**config.mk**
```make
export PLATFORM = sky130hd
export DESIGN_NAME = muldiv_ctrl
export DESIGN_NICKNAME = d
export VERILOG_FILES = /design/src/rtl/muldiv_pkg.sv /design/src/rtl/muldiv_ctrl_lat_counter.sv /design/src/rtl/muldiv_ctrl.sv
export SDC_FILE = /design/constraint.sdc
export NUM_CORES = 1
export LEC_CHECK = 0
export ABC_CLOCK_PERIOD_IN_PS = 1800
export CAP_MARGIN = 5
export CORE_UTILIZATION = 41
export DETAILED_ROUTE_END_ITERATION = 16
export DONT_BUFFER_PORTS = 1
export PLACE_DENSITY = 0.51
export SETUP_SLACK_MARGIN = 0.15
export SYNTH_ARGS = -nofsm -noshare
export SYNTH_HDL_FRONTEND = slang
export SYNTH_SLANG_ARGS = --single-unit
```
**constraint.sdc**
```tcl
create_clock -name clk -period 1.8 [get_ports clk]
set_input_delay 0.36 -clock clk [delete_from_list [all_inputs] [get_ports clk]]
set_output_delay 0.36 -clock clk [all_outputs]
set_load 0.01 [all_outputs]
```
**src/rtl/muldiv_pkg.sv**
```systemverilog
// Shared types and default constants for the multiply/divide sequencer.
package muldiv_pkg;

  localparam int unsigned DEF_N_BITS   = 32;
  localparam int unsigned DEF_MULT_LAT = 32;
  localparam int unsigned DEF_DIV_LAT  = 33;

  typedef enum logic [1:0] {
    IDLE  = 2'd0,
    MRUN  = 2'd1,
    DRUN  = 2'd2,
    WRITE = 2'd3
  } state_t;

  typedef enum logic {
    OP_MULT = 1'b0,
    OP_DIV  = 1'b1
  } op_t;

  function automatic int unsigned max_u(input int unsigned a, input int unsigned b);
    return (a > b) ? a : b;
  endfunction

endpackage

```
**src/rtl/muldiv_ctrl_lat_counter.sv**
```systemverilog
// Loadable down-counter with a zero flag; used to time the unit latency.
module lat_counter #(
  parameter int unsigned W = 6
) (
  input  logic         clk,
  input  logic         reset,
  input  logic         i_load,
  input  logic [W-1:0] i_load_val,
  input  logic         i_dec,
  output logic         o_zero_c
);

  logic [W-1:0] r_count;

  // Load has priority; saturate at zero so a stray decrement cannot wrap.
  always_ff @(posedge clk or negedge reset) begin
    if (!reset) begin
      r_count <= '0;
    end else if (i_load) begin
      r_count <= i_load_val;
    end else if (i_dec && (r_count != '0)) begin
      r_count <= r_count - W'(1);
    end
  end

  assign o_zero_c = (r_count == '0);

endmodule

```
**src/rtl/muldiv_ctrl.sv**
```systemverilog
// Sequencer for the shared multiply/divide unit: captures operands, times the
// unit latency and writes HI/LO. MULDIV_DIVZERO_TRAP_EN enables the divide-by-zero trap.
module muldiv_ctrl
  import muldiv_pkg::*;
#(
  parameter int unsigned N_BITS   = DEF_N_BITS,
  parameter int unsigned MULT_LAT = DEF_MULT_LAT,
  parameter int unsigned DIV_LAT  = DEF_DIV_LAT
) (
  input  logic              clk,
  input  logic              reset,
  input  logic              start_mult,
  input  logic              start_div,
  input  logic [N_BITS-1:0] srcA,
  input  logic [N_BITS-1:0] srcB,
  input  logic              mthi,
  input  logic              mtlo,
  output logic [N_BITS-1:0] unit_a,
  output logic [N_BITS-1:0] unit_b,
  output logic              mult_go,
  output logic              div_go,
  input  logic [N_BITS-1:0] mult_hi,
  input  logic [N_BITS-1:0] mult_lo,
  input  logic [N_BITS-1:0] div_hi,
  input  logic [N_BITS-1:0] div_lo,
  output logic [N_BITS-1:0] hi,
  output logic [N_BITS-1:0] lo,
  output logic              busy,
  output logic              done,
  output logic              div_zero
);

  localparam int unsigned CNT_W = $clog2(max_u(MULT_LAT, DIV_LAT));
  localparam logic [CNT_W-1:0] MULT_LOAD = CNT_W'(MULT_LAT - 1);
  localparam logic [CNT_W-1:0] DIV_LOAD  = CNT_W'(DIV_LAT - 1);

  state_t            r_state, w_state_nxt;
  op_t               r_op, w_op_nxt;
  logic [N_BITS-1:0] r_unit_a, w_unit_a_nxt;
  logic [N_BITS-1:0] r_unit_b, w_unit_b_nxt;
  logic [N_BITS-1:0] r_hi, w_hi_nxt;
  logic [N_BITS-1:0] r_lo, w_lo_nxt;
  logic              r_busy, w_busy_nxt;
  logic              r_done, w_done_nxt;
  logic              r_div_zero, w_div_zero_nxt;
  logic              r_mult_go, w_mult_go_nxt;
  logic              r_div_go, w_div_go_nxt;

  logic              w_cnt_load;
  logic [CNT_W-1:0]  w_cnt_load_val;
  logic              w_cnt_dec;
  logic              w_cnt_zero;
  logic              w_div_trap;

`ifdef MULDIV_DIVZERO_TRAP_EN
  assign w_div_trap = start_div && (srcB == '0);
`else
  assign w_div_trap = 1'b0;
`endif

  lat_counter #(
    .W (CNT_W)
  ) u_lat_counter (
    .clk        (clk),
    .reset      (reset),
    .i_load     (w_cnt_load),
    .i_load_val (w_cnt_load_val),
    .i_dec      (w_cnt_dec),
    .o_zero_c   (w_cnt_zero)
  );

  // State and all outputs are registered here; reset returns to IDLE and drops any result in flight.
  always_ff @(posedge clk or negedge reset) begin
    if (!reset) begin
      r_state    <= IDLE;
      r_op       <= OP_MULT;
      r_unit_a   <= '0;
      r_unit_b   <= '0;
      r_hi       <= '0;
      r_lo       <= '0;
      r_busy     <= 1'b0;
      r_done     <= 1'b0;
      r_div_zero <= 1'b0;
      r_mult_go  <= 1'b0;
      r_div_go   <= 1'b0;
    end else begin
      r_state    <= w_state_nxt;
      r_op       <= w_op_nxt;
      r_unit_a   <= w_unit_a_nxt;
      r_unit_b   <= w_unit_b_nxt;
      r_hi       <= w_hi_nxt;
      r_lo       <= w_lo_nxt;
      r_busy     <= w_busy_nxt;
      r_done     <= w_done_nxt;
      r_div_zero <= w_div_zero_nxt;
      r_mult_go  <= w_mult_go_nxt;
      r_div_go   <= w_div_go_nxt;
    end
  end

  always_comb begin
    w_state_nxt    = r_state;
    w_op_nxt       = r_op;
    w_unit_a_nxt   = r_unit_a;
    w_unit_b_nxt   = r_unit_b;
    w_hi_nxt       = r_hi;
    w_lo_nxt       = r_lo;
    w_busy_nxt     = r_busy;
    w_done_nxt     = 1'b0;
    w_div_zero_nxt = 1'b0;
    w_mult_go_nxt  = 1'b0;
    w_div_go_nxt   = 1'b0;
    w_cnt_load     = 1'b0;
    w_cnt_load_val = MULT_LOAD;
    w_cnt_dec      = 1'b0;

    case (r_state)
      // Divide beats multiply; any start (even a trapped one) beats mthi/mtlo.
      IDLE: begin
        if (start_div) begin
          if (w_div_trap) begin
            w_div_zero_nxt = 1'b1;
          end else begin
            w_state_nxt    = DRUN;
            w_op_nxt       = OP_DIV;
            w_unit_a_nxt   = srcA;
            w_unit_b_nxt   = srcB;
            w_busy_nxt     = 1'b1;
            w_div_go_nxt   = 1'b1;
            w_cnt_load     = 1'b1;
            w_cnt_load_val = DIV_LOAD;
          end
        end else if (start_mult) begin
          w_state_nxt    = MRUN;
          w_op_nxt       = OP_MULT;
          w_unit_a_nxt   = srcA;
          w_unit_b_nxt   = srcB;
          w_busy_nxt     = 1'b1;
          w_mult_go_nxt  = 1'b1;
          w_cnt_load     = 1'b1;
          w_cnt_load_val = MULT_LOAD;
        end else begin
          if (mthi) w_hi_nxt = srcA;
          if (mtlo) w_lo_nxt = srcA;
        end
      end
      MRUN, DRUN: begin
        w_cnt_dec = 1'b1;
        if (w_cnt_zero) w_state_nxt = WRITE;
      end
      WRITE: begin
        if (r_op == OP_DIV) begin
          w_hi_nxt = div_hi;
          w_lo_nxt = div_lo;
        end else begin
          w_hi_nxt = mult_hi;
          w_lo_nxt = mult_lo;
        end
        w_done_nxt  = 1'b1;
        w_busy_nxt  = 1'b0;
        w_state_nxt = IDLE;
      end
      default: begin
        w_state_nxt = IDLE;
        w_busy_nxt  = 1'b0;
      end
    endcase
  end

  assign unit_a   = r_unit_a;
  assign unit_b   = r_unit_b;
  assign hi       = r_hi;
  assign lo       = r_lo;
  assign busy     = r_busy;
  assign done     = r_done;
  assign div_zero = r_div_zero;
  assign mult_go  = r_mult_go;
  assign div_go   = r_div_go;

endmodule

```
## Word-level counts from Yosys, hierarchy flattened

Index checks and enable logic that the tools add are counted.

- Add/subtract/negate cells: 1
- Multiplexer cells: 36
- Equality and inequality tests: 9
- Reductions and logical operators: 13

Operator list:

| operator | count |
|---|---|
| 32-bit two-way mux | 12 |
| 32-bit one-hot mux with 2 select lines | 2 |
| 6-bit two-way mux | 4 |
| 1-bit two-way mux | 13 |
| 2-bit inequality test, second input constant | 4 |
| 4-bit AND reduction | 2 |
| 6-bit zero test | 1 |
| 2-bit two-way mux | 3 |
| 2-bit one-hot mux with 3 select lines | 1 |
| 2-bit AND reduction | 3 |
| 2-bit nonzero test | 3 |
| 6-bit nonzero test | 1 |
| 6-bit by 1-bit subtractor with 6-bit output, second input constant | 1 |
| 2-bit == test, second input constant | 2 |
| 3-bit inequality test, second input constant | 1 |
| 2-bit by 1-bit == test with 1-bit output, second input constant | 1 |
| 2-bit zero test | 1 |
| 2-bit by 1-bit inequality test with 1-bit output, second input constant | 1 |
| 1-bit one-hot mux with 2 select lines | 1 |
| 2-bit OR reduction | 1 |
| 1-bit logical AND | 1 |

- Bits of input ports: 198
- Output and inout bits: 133
- Logic and storage cells: 70
- Register bits: 141

## Depth between registers and ports, before layout

Gate-level depths: netlist of the first run.

- Word-level depth: 6
- Gate-level depth with buffers: 9

## Modules after synthesis

Synthesis of the first run repeated with hierarchy kept, for this count alone.

- Cells, all modules: 664
- Area total of the unflattened synthesis: 6730.2 um^2

Modules (own cells, without submodules):

| module | cells an instance | instances | seq. area each (um^2) | area each (um^2) |
|---|---|---|---|---|
| muldiv_ctrl | 620 | 1 | 3378.2 | 6334.8 |
| lat_counter | 44 | 1 | 150.1 | 395.4 |

## Worst setup path before layout of the first run

OpenSTA, ideal clock, no wires.

- Path kind: register to register
- Start point: reg r_state[0]
- End point: reg r_unit_a[15] (netlist: unit_a[15])
- Path slack: 0.331 ns
- Stages on the path, launching flop included: 9
- Clock period less this slack: 1.469 ns
- Arrival time: 1.404 ns
- Cell sequence: dfrtp_1 > inv_1 > ha_1 > buf_4 > o21ai_1 > buf_2 > buf_2 > nand2_1 > nand2_1

- Cells in the longest elaborated chain, start to end: 2

Ends and longest elaborated chain:

| item | RTL line | text |
|---|---|---|
| from (decl) | muldiv_ctrl.sv:37 | `state_t r_state, w_state_nxt;` |
| from (signal assigned) | muldiv_ctrl.sv:87 | `r_state <= w_state_nxt;` |
| 2-bit zero test | muldiv_ctrl.sv:117 | `case (r_state)` |
| 2-bit AND reduction (no source line) | n/a |  |
| to (signal assigned) | muldiv_ctrl.sv:89 | `r_unit_a <= w_unit_a_nxt;` |
| to (decl) | muldiv_ctrl.sv:39 | `logic [N_BITS-1:0] r_unit_a, w_unit_a_nxt;` |

Every way passes these cells.
A chain may end at the register's enable or synchronous reset.

## Final worst setup path of the first run

- Start point: reg r_state[0]
- End point: reg r_hi[28] (netlist: hi[28])

- Cells in the longest elaborated chain, start to end: 3

Ends and longest elaborated chain:

| item | RTL line | text |
|---|---|---|
| 2-bit == test / 2-bit zero test (equally long branches) | muldiv_ctrl.sv:117 |  |
| 2-bit nonzero test (no source line) / 2-bit inequality test (equally long branches) | n/a |  |
| 4-bit AND reduction (no source line) | n/a |  |
| to (signal assigned) | muldiv_ctrl.sv:91 | `r_hi <= w_hi_nxt;` |
| to (decl) | muldiv_ctrl.sv:41 | `logic [N_BITS-1:0] r_hi, w_hi_nxt;` |

Parallel ways exist; a longest one is shown, timed or not.

==> results of run 1 <==
==> registers in the layout, summed over array words and instances (netlist names) <==
register	cells
u_lat_counter.r_count	6
r_state	2
busy	1
unit_b	32
hi	32
unit_a	32
lo	32
div_go	1
r_op	1
mult_go	1
done	1
==> cell families (layout without fill, tap and decap cells) <==
| kind of cell | after synthesis | in the layout | synth area share [%] |
|---|---|---|---|
| XOR/XNOR | 1 | 1 | 0.131 |
| other | 1 | 1 | 0.0562 |
| buffers and inverters | 62 | 77 | 4.46 |
| flip-flops | 141 | 141 | 52.9 |
| adder cells (fa/ha/maj) | 4 | 4 | 0.750 |
| AND/OR/NAND/NOR | 336 | 336 | 19.4 |
| AO/OA/AOI/OAI | 156 | 156 | 12.8 |
| multiplexers | 64 | 64 | 9.60 |
==> layer usage <==
layer  up-vias  wire (µm)  GRT usage (%)
met5         -          0              0
met4         0        294           6.70
met3        23       1580           7.64
met2       205       9790           35.8
met1      2559       7910           26.0
li1       2512          -              -
==> report_power, final <==
| part | total (mW) | internal [mW] | switching (mW) |
|---|---|---|---|
| Clock | 4.02 | 2.64 | 1.38 |
| Sequential | 6.78 | 4.80 | 1.98 |
| Combinational | 6.52 | 2.82 | 3.70 |
| Total | 17.3 | 10.3 | 7.06 |
==> Yosys cell counts, drive strengths merged <==
master	n	area, µm²
nand2	322	1210
dfrtp	141	3530
o21ai	130	651
mux2i	64	641
buf	32	180
clkbuf	18	72.6
a21oi	13	65.1
inv	12	45.0
nor2	5	23.8
ha	4	50.1
o22ai	4	25.0
a31oi	3	63.8
nand4	3	18.8
and2	2	12.5
nor3	2	15.0
a211oi	1	7.51
a21o	1	7.51
a22o	1	8.76
a311oi	1	8.76
conb	1	3.75
nand3	1	5.00
nor2b	1	8.76
o21bai	1	7.51
o22a	1	8.76
xnor2	1	8.76
==> stage by stage <==
stage / utilization, % / std cells / cell area, µm² / power (mW) / worst slack, ns
CTS: 48.7 / 984 / 7730 / 16.9 / 0.161
global route: 49.8 / 996 / 7910 / 18.5 / 0.113
finish: 49.8 / 996 / 7910 / 17.3 / 0.196
global placement: 43.9 / 947 / 6970 / 12.3 / 0.163
detailed placement: 43.9 / 947 / 6970 / 12.6 / 0.0799
floorplan: - / 765 / 6680 / 10.7 / 0.331
==> repair_timing <==
action | CTS | global route
cloned | 1 | 5
setup endpoints to repair | 87 | 103
buffers inserted | 5 | 7
hold endpoints to repair | 141 | 141
gates resized for setup | 3 | 17
==> layout make-up <==
cell class	count	area share [%]
flip-flops and latches	141	44.6
multi-input cells	562	36.4
repair buffers	34	6.37
clock buffers	18	5.55
well taps	216	3.42
clock inverters	13	3.00
inverters	12	0.569
==> path summary, 6_finish.rpt <==
kind                       startpoint         end  cells past startpoint
max in group asynchronous       reset      lo[17]                      0
hold reg to reg                hi[13]      hi[13]                      2
hold / removal                  reset  unit_a[12]                      0
setup / recovery           r_state[0]      hi[28]                      9
setup reg to reg           r_state[0]      hi[28]                      9
min in group clk             srcB[20]  unit_b[20]                      2
==> flow_summary.yaml, run 1 <==
timing:
  setup_viol: 0
  fin_tns_setup_ns: 0
  final_hold_viol_count: 141
  post-route-period-util_pct: 89.1
  fmaxAchievable_mhz: 624
  grt_setup_unrepaired: "yes"
  hold_ws_ns: -0.366
  min_period_ns: 1.60
  finalClockSkew_ns: 0.00971
  finalMaxSlewViolations: 0
global_routing:
  antenna_found_initial: 0
  first_global_vias: 4803
  grt_max_degree: 142
  overflow: 0
  grt_pass1_wl_mm: 26.8
  globalRouteTotalUtil_pct: 21.5
synthesis:
  syn_avg_cell_area_um2: 8.73
  syn-num-nets: 967
  ys_types: 31
  synthesis.area_um2: 6680
  ys_ff_latch: 141
  yosysWarnings: 0
  netlist_instances: 765
  ys_seq_area_share_pct: 52.9
route:
  firstDrtPassIters: 5
  drc: 0
  post_drt_wl_per_cell_um: 19.6
  routed_wl_mm: 19.6
  ant_nets: 0
  via_per_inst: 5.32
  vias: 5299
  drt_iter0_markers: 266
outcome:
  violations: "negative hold slack"
  outcome: "finished with violations"
final_layout:
  final_net_count: 970
  fillers: 1532
  area_growth_pct: 18.5
  register_area_um2: 3530
  layout_common_cells: "nand2_1 (322), dfrtp_1 (140), o21ai_0 (103)"
  antennaDiodeCount: 0
  drive_gt1_share_pct: 9.74
  mostFrequentLayoutCell: "nand2_1"
  multi_input_area_um2: 2880
cts:
  cts_buffer_depth: 2
  cts_buffers: 17
  htree_levels: 4
  cts_root_buffer: "clkbuf_16"
  clk_latency_ns: 0.42
  cts.sinks: 141
  tritoncts: "yes"
  clk_pin_slew_worst_paths_ns: 0.06
setup_path:
  cp_slowest_stage_delay_ns: 0.35
  end_kind: "flop"
  cp_top_family: "buffers and inverters"
  cp.arrival_ns: 1.91
  timing.critical_path.buf_inv: 4
  crit_required_ns: 2.10
  cp_max_fo: 16
  critPathSlowestCell: "dfrtp_1"
  crit_path_start_kind: "flop"
  reg2reg_slack_ns: 0.20
  path_cells: "inv_1 -> ha_1 -> buf_6 -> nor2b_4 -> a31oi_4 -> buf_4 -> clkbuf_16 -> nand2_1 -> o21ai_0"
  critPathKind: "flop to flop"
floorplanning:
  dieArea_um2: 16800
  core_area_um2: 15900
  io_pins: 331
  fp.dieW_um: 130
  rows: 46
  initial_core_util_pct: 42.0
  fp.dieH_um: 130
placement:
  gp_congestion: 0.742
  dp_hpwl_mm: 12.6
  portBuffers: 0
power_and_ir_drop:
  power_density_nw_per_um2: 2190
  irDropWorstVdd_mv: 0.920
  p_leak_nw: 3.85
hold_path:
  hold_path.class: "input pin to async pin"
flow_run:
  cap_violations: 0
(Power assumes the default switching activity.)
==> run 2, diff against run 1 <==
Settings changed: GPL_TIMING_DRIVEN set to 0.
==> run 2 against run 1 <==
Clock power is 1% lower. Cell area is 0.25% lower. Critical endpoint is now hi[9]. Cell count is 2.7% higher. Clock skew is 0.0049 ns lower. Non-clock buffer count is 26 higher. Combinational power is 2% higher. Critical path type unchanged. Clock-buffer cell count stayed put. The flow still finishes with violations (negative hold slack).
==> flow_summary.yaml, run 2 (synthesized netlist as in run 1, its figures left out) <==
global_routing:
  grt_max_degree: 142
  overflow: 0
  antenna_found_initial: 0
  first_global_vias: 5329
  grt_pass1_wl_mm: 29.8
  globalRouteTotalUtil_pct: 24.3
floorplanning:
  initial_core_util_pct: 42.0
  rows: 46
  fp.dieH_um: 130
  core_area_um2: 15900
  fp.dieW_um: 130
  dieArea_um2: 16800
  io_pins: 331
timing:
  post-route-period-util_pct: 89.6
  hold_ws_ns: -0.359
  grt_setup_unrepaired: "yes"
  setup_viol: 0
  min_period_ns: 1.61
  fin_tns_setup_ns: 0
  fin_ws_ns: 0.187
  fmaxAchievable_mhz: 620
  final_hold_viol_count: 141
  finalMaxSlewViolations: 0
  finalClockSkew_ns: 0.00480
placement:
  gp_congestion: 0.783
  portBuffers: 0
  dp_hpwl_mm: 15.3
  dp_slack_ns: -0.198
route:
  drt_iter0_markers: 272
  ant_nets: 0
  via_per_inst: 5.30
  post_drt_wl_per_cell_um: 20.1
  drc: 0
  routed_wl_mm: 20.6
  firstDrtPassIters: 8
  vias: 5421
power_and_ir_drop:
  clkPwrFrac_pct: 22.9
  p_sw_mw: 7.18
  p_leak_nw: 3.88
  p_int_mw: 10.1
  power.total_mw: 17.3
  swShare_pct: 41.4
  power_density_nw_per_um2: 2200
  irDropWorstVdd_mv: 0.910
  pwr-share-seq_pct: 38.8
  p_comb_share_pct: 38.3
final_layout:
  fillers: 1552
  multi_input_area_um2: 2890
  register_area_um2: 3530
  final_net_count: 996
  antennaDiodeCount: 0
  mostFrequentLayoutCell: "nand2_1"
  area_growth_pct: 18.2
  fin_util_pct: 49.7
  layout_common_cells: "nand2_1 (322), dfrtp_1 (141), o21ai_0 (91)"
  drive_gt1_share_pct: 12.1
outcome:
  violations: "negative hold slack"
  outcome: "finished with violations"
cts:
  cts.sinks: 141
  cts_buffers: 17
  cts_buffer_depth: 2
  clk_pin_slew_worst_paths_ns: 0.06
  clk_latency_ns: 0.41
  cts_root_buffer: "clkbuf_16"
  tritoncts: "yes"
  htree_levels: 4
setup_path:
  reg2reg_slack_ns: 0.19
  crit_required_ns: 2.09
  crit_path_start_kind: "flop"
  critPathKind: "flop to flop"
  end_kind: "flop"
  cp_max_fo: 10
  cp.arrival_ns: 1.90
flow_run:
  cap_violations: 0
hold_path:
  hold_path.class: "input pin to async pin"
[run 2: routing by layer]
metal | global-route usage [%] | vias to the layer above | wire, µm
li1 | - | 2565 | -
met1 | 29.1 | 2617 | 8170
met2 | 41.6 | 219 | 10500
met3 | 7.14 | 20 | 1630
met4 | 8.00 | 0 | 256
met5 | 0 | - | 0
[run 2: through the flow]
| stage | cell area, µm² | std cells |
|---|---|---|
| after floorplan | 6680 | 765 |
| after global placement | 6950 | 981 |
| after detailed placement | 6950 | 981 |
| after CTS | 7760 | 1019 |
| after global routing | 7890 | 1023 |
| final | 7890 | 1023 |
[run 2: timing repair]
item                       in CTS  in global routing
setup endpoints to repair     135                132
pin swaps                       1                  2
hold endpoints to repair      141                141
resized for setup              44                 50
setup buffers                   6                  4
[run 2: power by group through the flow]
stage               registers, mW  logic [mW]  clock network, mW
finish                       6.73        6.63               3.97
global route                 6.91        7.47               4.19
CTS                          6.76        6.33               4.05
detailed placement           6.80        5.91                  0
global placement             6.77        5.72                  0
floorplan                    6.30        4.44                  0
[run 2: worst max-delay path, stage by stage (launching register included)]
cell	delay, ns
dfrtp_1	0.40
buf_4	0.15
ha_4	0.19
nor2b_4	0.15
a31oi_4	0.16
buf_12	0.15
buf_4	0.18
o21ai_0	0.10
[run 2: final timing paths]
| check | cells after the start | to | startpoint |
|---|---|---|---|
| max in group asynchronous | 0 | hi[23] | reset |
| worst max-delay path | 7 | hi[9] | r_state[0] |
| worst min-delay path | 0 | unit_a[12] | reset |
| min in group clk | 2 | unit_b[7] | srcB[7] |
| worst min register to register | 2 | unit_a[13] | unit_a[13] |
| worst max register to register | 7 | hi[9] | r_state[0] |
[run 2: cell type report]
type,instances,area share [%]
Buffer,50,4.95
Tap cell,216,3.42
Clock buffer,18,5.44
Clock inverter,14,3.03
Inverter,12,0.571
Timing Repair Buffer,10,1.27
Sequential cell,141,44.7
Multi-Input combinational cell,562,36.6
==> run 3, diff against run 2 <==
Settings changed: CORE_AREA set to 2 2 129 131, CORE_UTILIZATION 41 to not set, DIE_AREA set to 0 0 131 133, PLACE_DENSITY 0.51 to 0.52.
==> run 3 against run 2 <==
Via count increased by 0.65%. The flow still finishes with violations (negative hold slack). Combinational power increased by 2%. Sequential power increased by 0.6%. Worst setup slack got worse by 0.010 ns. Register-to-register slack about the same. Largest cell class unchanged. First-iteration DRC count increased by 14%. Clock skew increased by 0.0013 ns. Sequential share of layout area about the same. Critical endpoint is now hi[11]. Largest power group unchanged. Maximum frequency decreased by 0.64%. Clock-buffer cell count unchanged. Sequential cell count unchanged.
==> flow_summary.yaml, run 3 (synthesized netlist as in run 1, its figures left out) <==
outcome:
  outcome: "finished with violations"
  violations: "negative hold slack"
global_routing:
  antenna_found_initial: 0
  grt_max_degree: 142
  overflow: 0
  grt_pass1_wl_mm: 30.8
  first_global_vias: 5372
  globalRouteTotalUtil_pct: 23.6
final_layout:
  antennaDiodeCount: 0
  mostFrequentLayoutCell: "nand2_1"
  drive_gt1_share_pct: 13.4
  area_growth_pct: 18.3
  final_net_count: 996
  fillers: 1546
  fin_util_pct: 48.8
  layout_common_cells: "nand2_1 (322), dfrtp_1 (141), o21ai_0 (75)"
  design_area_um2: 7890
floorplanning:
  fp.dieW_um: 131
  fp.dieH_um: 133
  core_area_um2: 16200
  rows: 47
  dieArea_um2: 17400
  io_pins: 331
  initial_core_util_pct: 41.3
setup_path:
  r2r_cells: 9
  critPathSlowestCell: "dfrtp_1"
  reg2reg_slack_ns: 0.18
  end_kind: "flop"
  critPathKind: "flop to flop"
  crit_path_start_kind: "flop"
  cp.arrival_ns: 1.92
  worstReg2RegEnd: "hi[11]"
  crit_required_ns: 2.09
  path_cells: "inv_2 -> ha_4 -> buf_6 -> nor2b_4 -> a31oi_4 -> buf_12 -> buf_4 -> nand2_1 -> o21ai_0"
  cp_slowest_stage_delay_ns: 0.43
  cp_max_fo: 10
  r2r_start: "r_state[0]"
placement:
  portBuffers: 0
  gp_congestion: 0.796
  placed_cell_area_um2: 6950
  dp_hpwl_mm: 15.4
timing:
  final_hold_viol_count: 141
  fmaxAchievable_mhz: 616
  grt_setup_unrepaired: "yes"
  finalClockSkew_ns: 0.00606
  hold_ws_ns: -0.373
  post-route-period-util_pct: 90.2
  min_period_ns: 1.62
  setup_viol: 0
  finalMaxSlewViolations: 0
cts:
  cts_root_buffer: "clkbuf_16"
  clk_latency_ns: 0.42
  cts_buffers: 17
  cts.sinks: 141
  cts_buffer_depth: 2
  tritoncts: "yes"
  clk_pin_slew_worst_paths_ns: 0.06
  htree_levels: 4
route:
  routed_wl_mm: 21.1
  ant_nets: 0
  drc: 0
  via_per_inst: 5.31
  post_drt_wl_per_cell_um: 20.5
  firstDrtPassIters: 5
  vias: 5456
  drt_iter0_markers: 310
power_and_ir_drop:
  power_density_nw_per_um2: 2200
  p_leak_nw: 3.86
  irDropWorstVdd_mv: 0.919
flow_run:
  cap_violations: 0
hold_path:
  hold_path.class: "input pin to async pin"
==> run 3: cell types whose count changed in the layout (fill, tap and decap cells not counted), sizes merged <==
cell      change
a31oi         +1
buf           -6
bufinv        -2
clkbuf        +5
clkinv        +2
clkinvlp      +1
inv           -1
==> run 3: stage by stage <==
step / setup slack, ns / hold slack, ns / std cells / setup TNS [ns] / total power, mW
after floorplan: 0.331 / 0.0644 / 765 / 0 / 10.7
after global placement: -0.228 / 0.0675 / 985 / -4.05 / 12.5
after detailed placement: -0.239 / 0.0672 / 985 / -8.68 / 12.7
after CTS: 0.117 / -0.385 / 1022 / 0 / 17.0
after global routing: 0.0991 / -0.391 / 1027 / 0 / 18.5
final: 0.177 / -0.373 / 1027 / 0 / 17.3
==> run 3: where the power goes <==
part	leakage, nW	switching (mW)	internal, mW
registers	1.73	1.98	4.79
logic	1.84	4.00	2.78
clock network	0.299	1.43	2.36
==> run 3: worst max-delay path by stage <==
stage          startpoint    endpoint  slack, ns  cells past startpoint
5_1_grt        r_state[0]      lo[31]        0.1                      9
2_1_floorplan  r_state[0]  unit_a[15]       0.33                      8
6_report       r_state[0]      hi[11]       0.18                      9
4_1_cts        r_state[0]      hi[31]       0.12                      5
3_5_place_dp   r_state[0]      hi[31]      -0.24                      5
3_3_place_gp   r_state[0]      hi[31]      -0.23                      5
==> run 3: critical path: cells and delay by family (launching register included) <==
| family | cells | cell delay (ns) |
|---|---|---|
| simple gates | 2 | 0.23 |
| flops | 1 | 0.43 |
| compound gates | 2 | 0.12 |
| fa+ha+maj | 1 | 0.16 |
| buf+inv | 4 | 0.54 |
==> run 3: routing by layer <==
metal,share of wire [%],routed length [µm],track usage [%]
met1,40,8450,29.2
met2,50,10500,39.6
met3,8.4,1770,7.32
met4,1.5,314,6.86
met5,0,0,0
==> run 3: repair_timing <==
item,4_1_cts,5_1_grt
pin swaps,1,3
endpoints found under the setup margin,131,106
buffers inserted,4,5
resized for setup,43,82
gates cloned,1,0
endpoints found under the hold margin,141,141
==> run 3: cell type report <==
cell class	count	area, µm²	share of cell area (%)
clock buffer	18	439	5.56
buffer	50	395	5.01
timing repair buffer	9	92.6	1.17
sequential	141	3530	44.7
tap	220	275	3.49
multi-input combinational	563	2930	37.1
inverter	12	45.0	0.571
clock inverter	14	191	2.43
